===== config.mk =====
export PLATFORM = sky130hd
export DESIGN_NAME = term_uart_tx
export DESIGN_NICKNAME = d
export VERILOG_FILES = /design/src/rtl/term_uart_tx.sv
export SDC_FILE = /design/constraint.sdc
export NUM_CORES = 1
export LEC_CHECK = 0
export ABC_AREA = 0
export CAP_MARGIN = 20
export CORE_MARGIN = 2
export CORE_UTILIZATION = 60
export DETAILED_ROUTE_END_ITERATION = 8
export PLACE_DENSITY = 0.8
export SYNTH_ARGS = -nofsm -noshare
export SYNTH_HDL_FRONTEND = slang
export SYNTH_SLANG_ARGS = --single-unit

===== constraint.sdc =====
create_clock -name clk -period 3.2 [get_ports clk]
set_clock_uncertainty 0.05 [all_clocks]
set_input_delay 0.8 -clock clk [delete_from_list [all_inputs] [get_ports clk]]
set_output_delay 0.8 -clock clk [all_outputs]
set_load 0.02 [all_outputs]

===== src/rtl/term_uart_tx.sv =====
// Buffered UART transmitter: small byte FIFO feeding an 8N1 LSB-first serial FSM.
// Define TERM_UART_TX_PARITY_EN to add an even-parity bit (8E1 framing).
module term_uart_tx #(
  parameter int CLKS_PER_BIT = 104,
  parameter int FIFO_DEPTH   = 4
) (
  input  logic                          clk,
  input  logic                          rst,
  input  logic [7:0]                    i_data,
  input  logic                          i_data_v,
  output logic                          o_tx,
  output logic                          o_busy,
  output logic                          o_overflow,
  output logic [$clog2(FIFO_DEPTH):0]   o_level
);

  localparam int PW = $clog2(FIFO_DEPTH);
  localparam int LW = PW + 1;
  localparam logic [15:0]   BAUD_LAST = 16'(CLKS_PER_BIT - 1);
  localparam logic [LW-1:0] FULL_LVL  = LW'(FIFO_DEPTH);

`ifdef TERM_UART_TX_PARITY_EN
  typedef enum logic [2:0] {S_IDLE, S_START, S_DATA, S_PARITY, S_STOP} state_t;
`else
  typedef enum logic [2:0] {S_IDLE, S_START, S_DATA, S_STOP} state_t;
`endif

  // FIFO storage and bookkeeping
  logic [7:0]    mem [FIFO_DEPTH];
  logic [PW-1:0] wr_ptr_q, wr_ptr_d;
  logic [PW-1:0] rd_ptr_q, rd_ptr_d;
  logic [LW-1:0] level_q, level_d;
  logic          ovf_q, ovf_d;
  logic          full, empty, push, pop;
  logic [7:0]    head;

  // Serializer
  state_t        state_q, state_d;
  logic [15:0]   baud_q, baud_d;
  logic [2:0]    bit_q, bit_d;
  logic [7:0]    shift_q, shift_d;
  logic          tx_q, tx_d;
  logic          baud_end;
`ifdef TERM_UART_TX_PARITY_EN
  logic          par_q, par_d;
`endif

  assign full  = (level_q == FULL_LVL);
  assign empty = (level_q == '0);
  assign head  = mem[rd_ptr_q];

  // Fullness is judged on the pre-edge level, so a same-edge pop frees the slot.
  always_comb begin
    push     = i_data_v && (!full || pop);
    ovf_d    = i_data_v && full && !pop;
    wr_ptr_d = push ? wr_ptr_q + PW'(1) : wr_ptr_q;
    rd_ptr_d = pop  ? rd_ptr_q + PW'(1) : rd_ptr_q;
    level_d  = level_q;
    case ({push, pop})
      2'b10:   level_d = level_q + LW'(1);
      2'b01:   level_d = level_q - LW'(1);
      default: level_d = level_q;
    endcase
  end

  always_ff @(posedge clk) begin
    if (push) mem[wr_ptr_q] <= i_data;
  end

  assign baud_end = (baud_q == BAUD_LAST);

  // tx_d is the line level for the state being entered, keeping o_tx a pure flop.
  always_comb begin
    state_d = state_q;
    baud_d  = baud_q + 16'd1;
    bit_d   = bit_q;
    shift_d = shift_q;
    tx_d    = tx_q;
    pop     = 1'b0;
`ifdef TERM_UART_TX_PARITY_EN
    par_d   = par_q;
`endif
    case (state_q)
      S_IDLE: begin
        baud_d = '0;
        tx_d   = 1'b1;
        if (!empty) begin
          pop     = 1'b1;
          shift_d = head;
`ifdef TERM_UART_TX_PARITY_EN
          par_d   = ^head;
`endif
          state_d = S_START;
          tx_d    = 1'b0;
        end
      end
      S_START: begin
        if (baud_end) begin
          baud_d  = '0;
          bit_d   = 3'd0;
          state_d = S_DATA;
          tx_d    = shift_q[0];
        end
      end
      S_DATA: begin
        if (baud_end) begin
          baud_d  = '0;
          shift_d = {1'b0, shift_q[7:1]};
          if (bit_q == 3'd7) begin
`ifdef TERM_UART_TX_PARITY_EN
            state_d = S_PARITY;
            tx_d    = par_q;
`else
            state_d = S_STOP;
            tx_d    = 1'b1;
`endif
          end else begin
            bit_d = bit_q + 3'd1;
            tx_d  = shift_q[1];
          end
        end
      end
`ifdef TERM_UART_TX_PARITY_EN
      S_PARITY: begin
        if (baud_end) begin
          baud_d  = '0;
          state_d = S_STOP;
          tx_d    = 1'b1;
        end
      end
`endif
      S_STOP: begin
        if (baud_end) begin
          baud_d = '0;
          if (!empty) begin
            pop     = 1'b1;
            shift_d = head;
`ifdef TERM_UART_TX_PARITY_EN
            par_d   = ^head;
`endif
            state_d = S_START;
            tx_d    = 1'b0;
          end else begin
            state_d = S_IDLE;
            tx_d    = 1'b1;
          end
        end
      end
      default: begin
        baud_d  = '0;
        state_d = S_IDLE;
        tx_d    = 1'b1;
      end
    endcase
  end

  always_ff @(posedge clk or posedge rst) begin
    if (rst) begin
      state_q  <= S_IDLE;
      baud_q   <= '0;
      bit_q    <= '0;
      shift_q  <= '0;
      tx_q     <= 1'b1;
      ovf_q    <= 1'b0;
      level_q  <= '0;
      wr_ptr_q <= '0;
      rd_ptr_q <= '0;
`ifdef TERM_UART_TX_PARITY_EN
      par_q    <= 1'b0;
`endif
    end else begin
      state_q  <= state_d;
      baud_q   <= baud_d;
      bit_q    <= bit_d;
      shift_q  <= shift_d;
      tx_q     <= tx_d;
      ovf_q    <= ovf_d;
      level_q  <= level_d;
      wr_ptr_q <= wr_ptr_d;
      rd_ptr_q <= rd_ptr_d;
`ifdef TERM_UART_TX_PARITY_EN
      par_q    <= par_d;
`endif
    end
  end

  assign o_tx       = tx_q;
  assign o_overflow = ovf_q;
  assign o_level    = level_q;
  assign o_busy     = (state_q != S_IDLE) || !empty;

endmodule

# After elaboration in Yosys (flattened, before gate mapping)
# Memory sizes are Yosys's and may differ from the RTL's.
# Index checks and enable logic that the tools add are counted.
dict set report word_totals {
  ff_bits 39
  ramBits 32
  input_bits 11
  output_inout_bits 6
  word_cells 78
  memories 1
}
dict set report classes {
  add_sub_neg 6
  eq_ne 14
  n_mux 29
  reduce_logical 19
}
# name words word_bits rd rd_clocked_by_memory_dff write_ports line
set mem_list {}
lappend mem_list {mem 4 8 1 0 1 29} ;# logic [7:0] mem [FIFO_DEPTH];
# op n
set op_table {}
lappend op_table {{$mux W16} 2}
lappend op_table {{$mux W3} 8}
lappend op_table {{$mux W8} 3}
lappend op_table {{$pmux W8 S3} 1}
lappend op_table {{$add A16 B1 Y16 const B} 1}
lappend op_table {{$eq A16 B7 Y1 const B} 1}
lappend op_table {{$ne A2 B2 Y1 const B} 6}
lappend op_table {{$pmux W3 S2} 2}
lappend op_table {{$pmux W3 S4} 1}
lappend op_table {{$mux W1} 10}
lappend op_table {{$add A3 B1 Y3 const B} 2}
lappend op_table {{$eq A3 B2 Y1 const B} 2}
lappend op_table {{$eq A3 B3 Y1 const B} 2}
lappend op_table {{$logic_not A3 Y1} 2}
lappend op_table {{$reduce_and A3 Y1} 2}
lappend op_table {{$reduce_bool A3 Y1} 2}
lappend op_table {{$reduce_and A5 Y1} 1}
lappend op_table {{$add A2 B1 Y2 const B} 2}
lappend op_table {{$pmux W1 S4} 1}
lappend op_table {{$reduce_and A4 Y1} 1}
lappend op_table {{$reduce_bool A2 Y1} 2}
lappend op_table {{$eq A3 B1 Y1 const B} 1}
lappend op_table {{$logic_and A1 B1 Y1} 3}
lappend op_table {{$logic_not A1 Y1} 3}
lappend op_table {{6 further kinds} 7}

# Longest topological paths before layout
# Gate-level depths: netlist (run 1).
dict set report depth {
  depth_word 8
  mapped_depth 12
  depth_no_buf 12
}

# Least setup slack after synthesis (run 1)
# No wires, ideal clock.
dict set report synth_timing {
  path_type {register to register}
  start {register state_q[0]}
  end {register level_q[2] (netlist: o_level[2])}
  setup_time_ns 0.080
  t_arrival_ns 2.784
  required_ns 3.070
  slack_ns 0.286
  stages_incl_launch_ff 13
  synth_period_minus_slack_ns 2.914
  cell_sequence {dfrtp_1 > inv_1 > ha_1 > clkbuf_1 > o2111a_1 > a21boi_0 > nand2b_1 > ha_1 > inv_1 > fa_1 > xor2_1 > nor2_1 > xor2_1}
}
dict set report synth_between {
  elab_chain_len 6
  elab_cells_between_ends 9
  cone_classes {3 x eq/ne; 2 x mux; 4 x reduce/logical}
}
# element line
set synth_lines {}
lappend synth_lines {{from (decl)} 38} ;# state_t state_q, state_d;
lappend synth_lines {{from (signal assigned)} 172} ;# state_q <= state_d;
lappend synth_lines {{$eq A3 B2 Y1 / $logic_not A3 Y1 (equally long branches)} 83} ;# case (state_q)
lappend synth_lines {{$pmux W1 S2 *} 83}
lappend synth_lines {{$logic_or A1 B1 Y1} 54} ;# push = i_data_v && (!full || pop);
lappend synth_lines {{$logic_and A1 B1 Y1} 54}
lappend synth_lines {{$eq A2 B1 Y1 / $eq A2 B2 Y1 (equally long branches)} 59} ;# case ({push, pop})
lappend synth_lines {{$pmux W3 S2 / $reduce_bool A2 Y1 (equally long branches)} --}
lappend synth_lines {{to (signal assigned)} 178} ;# level_q <= level_d;
lappend synth_lines {{to (decl)} 32} ;# logic [LW-1:0] level_q, level_d;
# Every way passes the cells marked *; elsewhere a longest branch is shown, timed or not.
# A chain may end at the register's enable or synchronous reset.

# Worst setup path in the final report (run 1)
# Same ends and word-level chain as after synthesis.

==> results of run 1 <==
==> layer usage <==
metal	GRT usage (%)	part of all wire, %
met2	31.34	46
met4	8.621	1.7
met1	29.42	48
met5	0	0
met3	4.751	4.0
==> cell usage in the layout (no fill, tap or decap), types with 3 or more instances in the layout <==
master           instances
nor3_1                   8
clkdlybuf4s50_1         16
inv_6                    4
ha_1                    14
edfxtp_1                32
nor2_1                  30
and3_1                   3
nor4_1                   4
mux2_2                  15
xnor2_1                  8
a21oi_1                  3
mux4_2                   8
dfrtp_1                 37
nand2_1                 13
nand2b_1                 3
inv_1                   13
and2_1                   3
clkbuf_8                 9
nand4_1                  6
xor2_1                   8
buf_4                    7
a221o_1                  3
mux2i_1                  4
nand3_1                 10
o21ai_0                  5
==> logic make-up after synthesis <==
logic type | after synthesis | synth area share, %
buffers and inverters | 22 | 2.529
xor gates and xnor gates | 16 | 4.106
adders and majority gates | 15 | 5.719
DFF | 70 | 56.05
AOI/OAI and AO/OA | 25 | 5.902
muxes | 27 | 11.40
and+or+nand+nor | 94 | 14.30
==> path summary, 6_finish.rpt <==
| path | from | end | slack, ns | depth (start not counted) |
|---|---|---|---|---|
| max | state_q[0] | o_level[2] | 0.35 | 11 |
| min | baud_q[0] | baud_q[0] | 0.42 | 1 |
| max reg2reg | state_q[0] | o_level[2] | 0.35 | 11 |
| min reg2reg | baud_q[0] | baud_q[0] | 0.42 | 1 |
| max in group asynchronous | rst | o_tx | 1.93 | 3 |
| min in group asynchronous | rst | baud_q[14] | 0.81 | 3 |
==> flip-flops by register name (all words and copies together), names as in the netlist, 2 cells and up <==
signal and flops:
rd_ptr_q 2, state_q 2, bit_q 3, o_level 3
baud_q 16, mem 32, wr_ptr_q 2, shift_q 8
==> cell type report <==
| class | instances | area (um2) |
|---|---|---|
| Clock buffer | 9 | 123.9 |
| Clock inverter | 7 | 53.80 |
| Fill cell | 385 | 1647 |
| Tap cell | 72 | 90.09 |
| Multi-Input combinational cell | 177 | 1414 |
| Sequential cell | 70 | 1913 |
| Inverter | 14 | 52.55 |
| Timing Repair Buffer | 23 | 212.7 |
==> through the flow <==
step	setup WS (ns)	hold slack, ns	cell area (um2)	util, %	power, uW
floorplan	0.2861	0.3829	3413	-	2352
global placement	0.5169	0.3943	3682	66.87	2655
detailed placement	0.3674	0.4039	3682	66.87	2700
CTS	0.3458	0.4138	3860	70.10	3341
global route	0.1190	0.4659	3860	70.10	3542
finish	0.3539	0.4155	3860	70.10	3307
==> report_power, final <==
part / internal, uW / switching (uW)
combinational: 650 / 656
sequential: 1190 / 177
clock: 290 / 346
==> impl_metrics.py, run 1 <==
metrics = {
    "grt": {
        "grt_max_degree": 39,
        "antenna_found_initial": 0,
        "first_global_vias": 2129,
        "grt_overflow": 0,
        "grt_usage_pct": 20.81,
        "grt_first_pass_wirelength_um": 9922,
    },
    "timing": {
        "tns_ns": 0,
        "fin_crit_ns": 2.846,
        "timing.final.crit_share_pct": 88.94,
        "setup-violations-final": 0,
        "fmax_mhz": 351.4,
        "final-max-slew-violation-count": 0,
        "rsz0062_at_grt": "no",
        "tightest_slew_ns": 0.6883,
        "finalHoldViolations": 0,
        "relSlewSlack_pct": 54.11,
    },
    "detailed_routing": {
        "via_per_inst": 5.796,
        "firstDrtPassIters": 4,
        "final_antenna_net_count": 0,
        "wl_per_cell_um": 15.25,
        "wirelength_um": 5672,
        "drt_iter0_drc": 107,
        "via_count": 2156,
        "drc": 0,
    },
    "finish": {
        "area_growth_pct": 13.09,
        "drive_gt1_share_pct": 18.67,
        "layout.nets": 321,
        "diodes": 0,
        "layout.cells.non_filler": 372,
    },
    "floorplanning": {
        "fp.coreArea_um2": 5507,
        "ioPinCount": 17,
        "fp.dieArea_um2": 6308,
        "start_util_pct": 61.99,
        "die_width_um": 79.43,
        "num_rows": 27,
        "die_y_um": 79.43,
    },
    "clocking": {
        "cts_buffers": 9,
        "clock_latency_ns": 0.34,
        "post_cts_resized": 0,
        "path_clk_slew_ns": 0.07,
        "cts_setup_buffers": 0,
        "cts-root-buf": "clkbuf_8",
        "clk_path_buf_depth": 2,
        "cts_tree": "yes",
        "htreeDepth": 3,
        "cts_hold_buffers": 0,
        "clock-sinks": 70,
    },
    "worst_setup_path": {
        "worst_setup_path_start_kind": "register",
        "path_max_fanout": 9,
        "slowest_stage": "ha_1",
        "crit_arrival_ns": 3.06,
        "critPathCaptureType": "register",
        "crit_required_ns": 3.41,
        "crit_family": "adder cells",
        "critical_path_class": "register to register",
        "crit_path_cell_trace": "inv_1 -> ha_1 -> o2111a_1 -> a21boi_0 -> nand2b_1 -> ha_1 -> inv_1 -> fa_1 -> xor2_1 -> nor2_1 -> xor2_1",
        "max_stage_delay_ns": 0.45,
        "path_buf_inv": 2,
    },
    "synthesis": {
        "synth_edf_count": 32,
        "synth.avg_cell_area_um2": 12.69,
        "synth_fp_nets": 295,
        "seq_area_frac_synth_pct": 56.05,
        "syn_area_um2": 3413,
        "synth_area_leaders": "edfxtp_1, dfrtp_1, mux4_2",
        "postSynth.asyncResetShare_pct": 54.29,
        "ys_seq_elements": 70,
        "syn_inst": 269,
        "yosys.area.top_type_share_pct": 28.15,
        "synth_commonest_cells": "dfrtp_1, edfxtp_1, nor2_1, mux2_2, ha_1",
        "yosysUniqueCellTypes": 45,
        "synth_most_common_cell": "dfrtp_1",
        "yosysTopAreaCell": "edfxtp_1",
        "yosys_warnings": 0,
        "synth_top_flop_cell": "dfrtp_1",
    },
    "status": {
        "status": "complete, no violations",
    },
    "placement": {
        "io_buffers": 16,
        "placed_cells": 356,
        "dp_hpwl_um": 4111,
        "routabilityCongestion": 0.7929,
    },
    "power_and_ir_drop": {
        "power_density_nw_per_um2": 856.8,
        "max-vdd-ir-drop_mv": 0.4935,
        "leakage_uw": 0.001550,
    },
    "run": {
        "drv_cap": 0,
    },
    "worst_hold_path": {
        "hold_path_class": "register to register",
    },
}
Power figures use the tool's default switching activity.
==> run 2, diff against run 1 <==
Settings changed: ABC_CLOCK_PERIOD_IN_PS from default to 3200, CTS_CLUSTER_SIZE from default to 16.
==> results of run 2 <==
Same layout as run 1: the final DEF is identical, and so are final timing and power.
==> run 3, diff against run 2 <==
Settings changed: ABC_CLOCK_PERIOD_IN_PS 3200 to 3300, CORE_MARGIN 2 to 10, CORE_UTILIZATION 60 to 45, PLACE_DENSITY 0.8 to default.
Clock period 3.2 ns to 3.3 ns, I/O delays scaled along.
==> impl_metrics.py, run 3 (synthesized netlist as in run 1, its figures left out) <==
metrics = {
    "timing": {
        "setup-violations-final": 0,
        "tns_ns": 0,
        "timing.final.crit_share_pct": 85.53,
        "final-max-slew-violation-count": 0,
        "fin_ws_ns": 0.4775,
        "finalHoldViolations": 0,
        "fmax_mhz": 354.3,
        "relSlewSlack_pct": 52.04,
        "tightest_slew_ns": 0.7194,
        "rsz0062_at_grt": "no",
        "fin_crit_ns": 2.823,
    },
    "grt": {
        "first_global_vias": 2231,
        "grt_overflow": 0,
        "antenna_found_initial": 0,
        "grt_first_pass_wirelength_um": 10740,
        "grt_max_degree": 39,
        "grt_usage_pct": 11.62,
    },
    "finish": {
        "layout.cells.non_filler": 399,
        "area_growth_pct": 15.58,
        "largest_register_ffs": 32,
        "layout.nets": 321,
        "fillerInstances": 631,
        "final_area_um2": 3945,
        "final_util_pct": 53.81,
        "diodes": 0,
        "layout_common_cells": "dfrtp_1, edfxtp_1, nor2_1",
        "top_regs": "mem (32), baud_q (16), shift_q (8)",
        "largest-register": "mem",
        "final_common_cell": "dfrtp_1",
        "drive_gt1_share_pct": 18.67,
    },
    "floorplanning": {
        "start_util_pct": 46.56,
        "die_width_um": 107.1,
        "num_rows": 31,
        "die_y_um": 107.1,
        "fp.coreArea_um2": 7331,
        "ioPinCount": 17,
        "fp.dieArea_um2": 11470,
    },
    "clocking": {
        "cts-root-buf": "clkbuf_8",
        "clock-sinks": 70,
        "path_clk_slew_ns": 0.09,
        "cts_buffers": 9,
        "clock_latency_ns": 0.35,
        "cts_hold_buffers": 0,
        "cts_setup_buffers": 0,
        "clk_path_buf_depth": 2,
        "cts_tree": "yes",
        "post_cts_resized": 0,
        "htreeDepth": 3,
    },
    "detailed_routing": {
        "wl_per_cell_um": 15.81,
        "drt_iter0_drc": 84,
        "drc": 0,
        "wirelength_um": 6310,
        "firstDrtPassIters": 4,
        "via_per_inst": 5.424,
        "via_count": 2164,
        "final_antenna_net_count": 0,
    },
    "worst_setup_path": {
        "crit_path_cell_trace": "inv_1 -> ha_1 -> o2111a_1 -> a21boi_0 -> nand2b_1 -> ha_1 -> inv_1 -> fa_1 -> xor2_1 -> nor2_1 -> xor2_1",
        "max_stage_delay_ns": 0.45,
        "worst_setup_path_start_kind": "register",
        "reg2reg_from": "state_q[0]",
        "rrSetupSlack_ns": 0.48,
        "slowest_stage": "ha_1",
        "crit_arrival_ns": 3.05,
        "timing.rr.end": "o_level[2]",
        "critical_path_class": "register to register",
        "critPathCaptureType": "register",
        "crit_required_ns": 3.53,
        "path_max_fanout": 9,
        "ff2ff_path_depth": 11,
        "startpoint": "state_q[0]",
    },
    "worst_hold_path": {
        "hold_path_depth": 1,
        "min_from": "baud_q[0]",
        "holdPathEnd": "baud_q[0]",
        "hold_path_class": "register to register",
    },
    "placement": {
        "io_buffers": 16,
        "placed_area_um2": 3716,
        "dpl_worst_slack_ns": 0.4810,
        "dp_hpwl_um": 4525,
        "routabilityCongestion": 0.7973,
        "placed_cells": 383,
    },
    "run": {
        "drv_cap": 0,
    },
    "power_and_ir_drop": {
        "power_density_nw_per_um2": 859.9,
        "max-vdd-ir-drop_mv": 0.3716,
        "leakage_uw": 0.001568,
    },
    "status": {
        "status": "complete, no violations",
    },
}
[run 3: changes by cell type in the layout (fill, tap and decap cells not counted), sizes merged]
cell and change:
bufinv +2, inv -1, clkinvlp +1, clkinv -2
[run 3: layer usage]
layer | GRT usage, % | wire length (um)
met5 | 0 | 0
met4 | 4.255 | 111
met3 | 3.234 | 203
met2 | 18.15 | 3039
met1 | 15.04 | 2955
[run 3: worst max path at each step]
stage | end
after global placement | o_level[2]
after CTS | o_level[2]
after floorplan | o_level[2]
after global routing | o_level[2]
after detailed placement | o_level[2]
final | o_level[2]
[run 3: cell type report]
class | instances | area, um2 | area share (%)
clock buffers | 9 | 123.9 | 3.140
clock inverters | 7 | 105.1 | 2.664
inverters | 14 | 52.55 | 1.332
multi-input cells | 177 | 1414 | 35.84
flip-flops and latches | 70 | 1913 | 48.49
well taps | 99 | 123.9 | 3.140
repair buffers | 23 | 212.7 | 5.392
[run 3: power by group]
group	switching, uW	internal [uW]
Combinational	645	631
Clock	353	437
Sequential	173	1150
Total	1170	2220
[run 3: critical path: cells and delay by family (launching register included)]
| kind | cells | cell delay (ns) |
|---|---|---|
| flip-flops | 1 | 0.41 |
| AO/OA/AOI/OAI | 2 | 0.56 |
| AND/OR/NAND/NOR | 2 | 0.26 |
| adder cells (fa/ha/maj) | 3 | 1.01 |
| XOR/XNOR | 2 | 0.30 |
| buffers and inverters | 2 | 0.17 |
[run 3: through the flow]
stage	total power [uW]	hold slack (ns)
final	3392	0.4101
after global routing	3641	0.4370
after CTS	3437	0.4154
after detailed placement	2642	0.4047
after global placement	2616	0.3947
after floorplan	2280	0.3829
